===== config.mk =====
export PLATFORM = sky130hd
export DESIGN_NAME = alu_issue_unit
export DESIGN_NICKNAME = d
export VERILOG_FILES = /design/src/rtl/alu_pkg.sv /design/src/rtl/alu_rsp_fifo.sv /design/src/rtl/alu_issue_unit.sv
export SDC_FILE = /design/constraint.sdc
export NUM_CORES = 1
export LEC_CHECK = 0
export ABC_AREA = 1
export ABC_CLOCK_PERIOD_IN_PS = 2900
export CAP_MARGIN = 20
export CORE_MARGIN = 2
export CORE_UTILIZATION = 47
export DETAILED_ROUTE_END_ITERATION = 6
export HOLD_SLACK_MARGIN = 0.06
export PLACE_DENSITY = 0.75
export SYNTH_ARGS = -nofsm -noshare
export SYNTH_HDL_FRONTEND = slang
export SYNTH_HIERARCHICAL = 1
export SYNTH_SLANG_ARGS = --single-unit

===== constraint.sdc =====
create_clock -name clk -period 2.9 [get_ports clk]
set_input_delay 0.58 -clock clk [delete_from_list [all_inputs] [get_ports clk]]
set_output_delay 0.58 -clock clk [all_outputs]
set_load 0.05 [all_outputs]

===== src/rtl/alu_pkg.sv =====
// Shared ALU definitions: opcode encodings and issue-unit FSM state encoding.
// Latency: n/a (constants and types only).
// Backpressure: n/a.
package alu_pkg;

  localparam logic [1:0] ALU_ADD   = 2'b00;
  localparam logic [1:0] ALU_XOR   = 2'b01;
  localparam logic [1:0] ALU_PASSB = 2'b10;
  localparam logic [1:0] ALU_SUB   = 2'b11;

  typedef enum logic [0:0] {
    ST_IDLE = 1'b0,
    ST_EXEC = 1'b1
  } issue_state_e;

endpackage : alu_pkg


===== src/rtl/alu_rsp_fifo.sv =====
// Synchronous response FIFO with occupancy count; head is shown combinationally.
// Latency: a push is visible at the head one edge later when the FIFO was empty.
// Backpressure: caller must not push when full unless popping in the same cycle.
module alu_rsp_fifo #(
  parameter int W     = 18,
  parameter int DEPTH = 2,
  parameter int CW    = $clog2(DEPTH) + 1
) (
  input  logic          clk,
  input  logic          rst_n,
  input  logic          push_vld,
  input  logic [W-1:0]  push_dat,
  input  logic          pop_vld,
  output logic [W-1:0]  head_dat,
  output logic [CW-1:0] count
);

  localparam int PW = (DEPTH > 1) ? $clog2(DEPTH) : 1;

  logic [W-1:0]  mem_q [DEPTH];
  logic [PW-1:0] wr_ptr_q;
  logic [PW-1:0] rd_ptr_q;
  logic [CW-1:0] cnt_q;

  assign head_dat = mem_q[rd_ptr_q];
  assign count    = cnt_q;

  // Storage, pointers (power-of-two depth wraps naturally) and occupancy.
  always_ff @(posedge clk) begin
    if (!rst_n) begin
      for (int i = 0; i < DEPTH; i++) mem_q[i] <= '0;
      wr_ptr_q <= '0;
      rd_ptr_q <= '0;
      cnt_q    <= '0;
    end else begin
      if (push_vld) begin
        mem_q[wr_ptr_q] <= push_dat;
        wr_ptr_q        <= wr_ptr_q + 1'b1;
      end
      if (pop_vld) rd_ptr_q <= rd_ptr_q + 1'b1;
      case ({push_vld, pop_vld})
        2'b10:   cnt_q <= cnt_q + 1'b1;
        2'b01:   cnt_q <= cnt_q - 1'b1;
        default: cnt_q <= cnt_q;
      endcase
    end
  end

endmodule : alu_rsp_fifo


===== src/rtl/alu_issue_unit.sv =====
// Issues ops to the combinational ALU, checks its answer against a golden model, queues responses.
// Latency: response pushed one edge after request acceptance; one op per two cycles peak.
// Backpressure: req_ready drops while executing or when the response FIFO has no free slot.
module alu_issue_unit
  import alu_pkg::*;
#(
  parameter int WIDTH      = 16,
  parameter int FIFO_DEPTH = 2,
  parameter int CNT_W      = 16
) (
  input  logic             clk,
  input  logic             rst_n,
  input  logic             req_valid,
  output logic             req_ready,
  input  logic [WIDTH-1:0] req_a,
  input  logic [WIDTH-1:0] req_b,
  input  logic [1:0]       req_op,
  output logic [WIDTH-1:0] alu_a,
  output logic [WIDTH-1:0] alu_b,
  output logic [1:0]       alu_op,
  input  logic [WIDTH-1:0] alu_result,
  input  logic             alu_zero,
  output logic             rsp_valid,
  input  logic             rsp_ready,
  output logic [WIDTH-1:0] rsp_result,
  output logic             rsp_zero,
  output logic             rsp_err,
  output logic             err_sticky,
  output logic [CNT_W-1:0] issue_count,
  output logic [CNT_W-1:0] zero_count,
  output logic             busy
);

  localparam int FCW = $clog2(FIFO_DEPTH) + 1;
  localparam logic [FCW-1:0] DEPTH_C = FCW'(FIFO_DEPTH);

  issue_state_e     state_q;
  logic [WIDTH-1:0] alu_a_q, alu_b_q;
  logic [1:0]       alu_op_q;
  logic             err_sticky_q;
  logic [CNT_W-1:0] issue_cnt_q, zero_cnt_q;

  logic [FCW-1:0]   fifo_cnt;
  logic [WIDTH+1:0] fifo_head;
  logic [WIDTH-1:0] golden_res;
  logic             golden_zero;
  logic             chk_err;
  logic             push;
  logic             pop;
  logic             accept;

  assign req_ready = (state_q == ST_IDLE) && (fifo_cnt < DEPTH_C);
  assign accept    = req_valid && req_ready;
  assign busy      = (state_q == ST_EXEC);
  assign push      = (state_q == ST_EXEC);
  assign rsp_valid = (fifo_cnt != '0);
  assign pop       = rsp_valid && rsp_ready;

  assign alu_a      = alu_a_q;
  assign alu_b      = alu_b_q;
  assign alu_op     = alu_op_q;
  assign err_sticky = err_sticky_q;
  assign issue_count = issue_cnt_q;
  assign zero_count  = zero_cnt_q;

  // Reference result computed from the same latched operands the ALU sees.
  always_comb begin
    golden_res = '0;
    case (alu_op_q)
      ALU_ADD:   golden_res = alu_a_q + alu_b_q;
      ALU_XOR:   golden_res = alu_a_q ^ alu_b_q;
      ALU_PASSB: golden_res = alu_b_q;
      ALU_SUB:   golden_res = alu_a_q - alu_b_q;
      default:   golden_res = '0;
    endcase
  end

  assign golden_zero = (golden_res == '0);
  assign chk_err     = (alu_result != golden_res) || (alu_zero != golden_zero);

  // Two-state issue FSM with operand/opcode registers that drive the ALU.
  always_ff @(posedge clk) begin
    if (!rst_n) begin
      state_q  <= ST_IDLE;
      alu_a_q  <= '0;
      alu_b_q  <= '0;
      alu_op_q <= ALU_ADD;
    end else begin
      case (state_q)
        ST_IDLE: begin
          if (accept) begin
            alu_a_q  <= req_a;
            alu_b_q  <= req_b;
            alu_op_q <= req_op;
            state_q  <= ST_EXEC;
          end
        end
        ST_EXEC: state_q <= ST_IDLE;
        default: state_q <= ST_IDLE;
      endcase
    end
  end

  // Saturating completion counters and the sticky mismatch flag, updated on each push.
  always_ff @(posedge clk) begin
    if (!rst_n) begin
      issue_cnt_q  <= '0;
      zero_cnt_q   <= '0;
      err_sticky_q <= 1'b0;
    end else if (push) begin
      if (issue_cnt_q != '1)             issue_cnt_q <= issue_cnt_q + 1'b1;
      if (alu_zero && zero_cnt_q != '1)  zero_cnt_q  <= zero_cnt_q + 1'b1;
      if (chk_err)                       err_sticky_q <= 1'b1;
    end
  end

  alu_rsp_fifo #(
    .W     (WIDTH + 2),
    .DEPTH (FIFO_DEPTH),
    .CW    (FCW)
  ) u_rsp_fifo (
    .clk      (clk),
    .rst_n    (rst_n),
    .push_vld (push),
    .push_dat ({alu_result, alu_zero, chk_err}),
    .pop_vld  (pop),
    .head_dat (fifo_head),
    .count    (fifo_cnt)
  );

  assign rsp_result = fifo_head[WIDTH+1:2];
  assign rsp_zero   = fifo_head[1];
  assign rsp_err    = fifo_head[0];

endmodule : alu_issue_unit


==> results of run 1 <==
==> state kept, by name, summed over array words and instances (netlist names), named ones only <==
register and flops:
u_rsp_fifo/mem_q 36, alu_op 2, alu_b 16, u_rsp_fifo/wr_ptr_q 1, issue_count 16, u_rsp_fifo/rd_ptr_q 1
alu_a 16, zero_count 16, err_sticky 1, busy 1, u_rsp_fifo/count 2
==> placed cells by master, fill, tap and decap left out, types with 6 or more instances in the layout <==
cell and count:
a21oi_1 60, a21oi_2 6, buf_4 70, clkbuf_16 9, clkdlybuf4s50_1 131, dfxtp_1 67, edfxtp_1 36, ha_1 20
inv_1 119, inv_2 11, inv_4 6, mux2_2 8, mux2_4 10, nand2_1 185, nand2_2 14, nand3_1 54
nand3_2 6, nand3b_1 7, nand4_1 8, nor2_1 131, nor2_2 10, nor3_1 11, nor3_2 8, o211ai_1 7
o21ai_0 64, o21ai_1 8, xnor2_1 6, xor2_1 16
==> per-stage QoR <==
| stage | instances | area (sq um) | worst slack, ps | power, mW |
|---|---|---|---|---|
| 2_1_floorplan | 947 | 6870 | -383 | 3.47 |
| 3_3_place_gp | 1299 | 8720 | -461 | 4.18 |
| 3_5_place_dp | 1299 | 8720 | -611 | 4.21 |
| 6_report | 1320 | 9110 | -557 | 5.42 |
| 4_1_cts | 1318 | 9050 | -458 | 5.41 |
| 5_1_grt | 1320 | 9110 | -801 | 5.80 |
==> cells by family (layout without fill, tap and decap cells) <==
group                      Yosys count  after routing  share of synthesized area
buffers and inverters              162            351                     0.0993
and+or+nand+nor                    451            451                      0.292
adders and majority gates           23             23                     0.0433
xor gates and xnor gates            22             22                     0.0283
DFF                                109            109                      0.373
AOI/OAI and AO/OA                  162            162                      0.129
muxes                               18             18                     0.0352
==> what timing repair did <==
item	CTS	global route
hold endpoints to repair	0	0
setup endpoints to repair	3	3
setup buffers	3	2
gates resized for setup	4	12
pin swaps	13	10
==> report_power, final <==
part / switching, mW / total [mW] / internal (mW)
Sequential: 0.0999 / 1.78 / 1.68
Clock: 0.559 / 1.17 / 0.613
Combinational: 1.50 / 2.47 / 0.975
==> worst max-delay path by stage <==
stage | slack [ps] | end
floorplan | -380 | u_rsp_fifo/mem_q[1][0]
global route | -800 | u_rsp_fifo/mem_q[1][0]
CTS | -460 | u_rsp_fifo/mem_q[0][0]
detailed placement | -610 | u_rsp_fifo/mem_q[0][0]
global placement | -460 | u_rsp_fifo/mem_q[0][0]
finish | -560 | u_rsp_fifo/mem_q[1][0]
==> area by class of cell <==
class,count,area [sq um]
fill,1286,5260
multi-input combinational,676,3700
sequential,109,2550
timing repair buffer,202,1840
inverter,133,504
clock buffer,10,239
tap,184,230
clock inverter,6,42.5
==> metal layers <==
layer  vias to the layer above  track usage
li1                       3452            -
met1                      2953        0.312
met2                       167        0.356
met3                        18       0.0511
met4                         0       0.0654
met5                         -            0
==> critical path, stage by stage (launching register included) <==
cell and delay [ps]:
dfxtp_4 350, inv_4 60, ha_4 140, nand3_4 70, nor3_2 110, inv_1 90
nor3_2 210, nand4_1 190, o31ai_2 290, xor2_1 180, ha_1 280, a21oi_1 170
nand2_2 90, inv_1 60, nand2_1 40, a21oi_1 100, nand2_1 60, nand2_1 80
nand2_2 80, nand2_1 70, nand2_1 50, nand2_1 50, nand3_1 80, nor2_2 130
nand2_2 90, inv_2 60, nor2_1 30
==> run_results.csv, run 1 <==
group,metric,value,unit
yosys,syn_inst,947,
global_route,grt_usage,0.226,
setup_path,reg2regPathDepth,26,
sta,fmax,0.289,GHz
yosys,ys_seq_elements,109,
global_route,antenna_found_initial,0,
floorplan,initial_core_util,0.475,
power,ir_worst_vdd,0.298,mV
sta,setup_viol,3,
cts,clock_latency,350,ps
routing,wl_met2,7610,microns
setup_path,r2r_end,"u_rsp_fifo/mem_q[1][0]",
sta,fin_tns_setup,-1580,ps
cts,cts_hold_buffers,0,
routing,dr.pass1.iters,5,
yosys,ys_seq_area_frac,0.373,
job,drv_cap,0,
setup_path,startpoint_type,"register",
status,violations,"negative setup slack",
min_path,holdPathStages,2,
routing,ant_nets,0,
yosys,synth_area,6820,sq um
cts,cts_tree,"yes",
yosys,postSynthAreaPerCell,7.20,sq um
final_layout,syn_to_final_growth,33.7,%
setup_path,crit_type,"register to register",
status,status,"complete, but fails checks",
yosys,synth_fp_nets,1025,
setup_path,cp.required,3000,ps
placement,gp_congestion,0.930,
global_route,grt_pass1_vias,6118,
floorplan,die_area,15500,sq um
yosys,synth_top_area_share,0.214,
power,power_density,595,nW/um^2
sta,fin_crit_sh,1.19,
global_route,grt_max_degree,55,
yosys,yosysMostFrequentCell,"nand2_1",
final_layout,insertedDiodeCount,0,
power,leakage,3.98,nW
cts,h-tree-depth,3,
cts,cts-root-buf,"clkbuf_16",
routing,vias_per_cell,4.99,
setup_path,rr_startpoint,"alu_b[1]",
sta,hold_viol,0,
floorplan,dieHeight,124,microns
global_route,overflow,0,
floorplan,rows,44,
sta,whs,471,ps
cts,clockBufferDepth,2,
sta,rsz0062_at_grt,"true",
setup_path,critPathLaunch,"alu_b[1]",
sta,clock-skew-final,5.88,ps
yosys,synth_top_area_cell,"dfxtp_1",
cts,clkSlewWorstSetupHoldPaths,70,ps
sta,relSlewSlack,0.456,
global_route,grt_pass1_wl,29100,microns
placement,io_buffers,142,
routing,wl,17500,microns
yosys,synth_flop_cell,"dfxtp_1",
routing,met1Wirelength,8460,microns
routing,dr.max_layer_used,"met4",
cts,cts_sinks,109,
final_layout,fin_nets,1209,
yosys,yosys_warnings,6,
final_layout,final_core_util,0.634,
setup_path,crit_arrival,3560,ps
setup_path,crit_path_end_kind,"register",
setup_path,rrSetupSlack,-560,ps
floorplan,core_area,14400,sq um
routing,wl_per_cell,13.3,microns
yosys,yosysUniqueCellTypes,47,
routing,drt_iter0_drc,429,
yosys,ys_top_cells_by_area,"dfxtp_1 (21%), edfxtp_1 (16%), nand2_1 (10%), nor2_1 (7.3%), inv_1 (6.8%)",
final_layout,drive_above_1_share,0.158,
yosys,async_flop_share,0,
cts,cts_buffers,9,
routing,wl_met3,1190,microns
floorplan,die-width,124,microns
min_path,min_from,"err_sticky",
routing,drc_errors,0,
sta,period_minus_slack,3460,ps
sta,maxSlewViolCount,0,
min_path,min_path_type,"register to register",
routing,via_count,6590,
placement,dp_hpwl,13600,microns
floorplan,io_pins,143,
sta,finalWorstSetupSlack,-557,ps
sta,worst_slew_pin_slew,814,ps
yosys,synth-edff-count,36,
min_path,worstHoldEndpoint,"err_sticky",
yosys,synth_common_cells,"nand2_1 (188), nor2_1 (133), inv_1 (123), dfxtp_1 (73), o21ai_0 (64)",
setup_path,path_max_fanout,3,
(Power assumes the default switching activity.)
==> run 2, diff against run 1 <==
--- a/config.mk
+++ b/config.mk
@@ -11,7 +11,6 @@
 export CORE_MARGIN = 2
 export CORE_UTILIZATION = 47
 export DETAILED_ROUTE_END_ITERATION = 6
-export HOLD_SLACK_MARGIN = 0.06
 export PLACE_DENSITY = 0.75
 export SYNTH_ARGS = -nofsm -noshare
 export SYNTH_HDL_FRONTEND = slang
==> results of run 2 <==
Same layout as run 1: the final DEF is identical, and so are final timing and power.
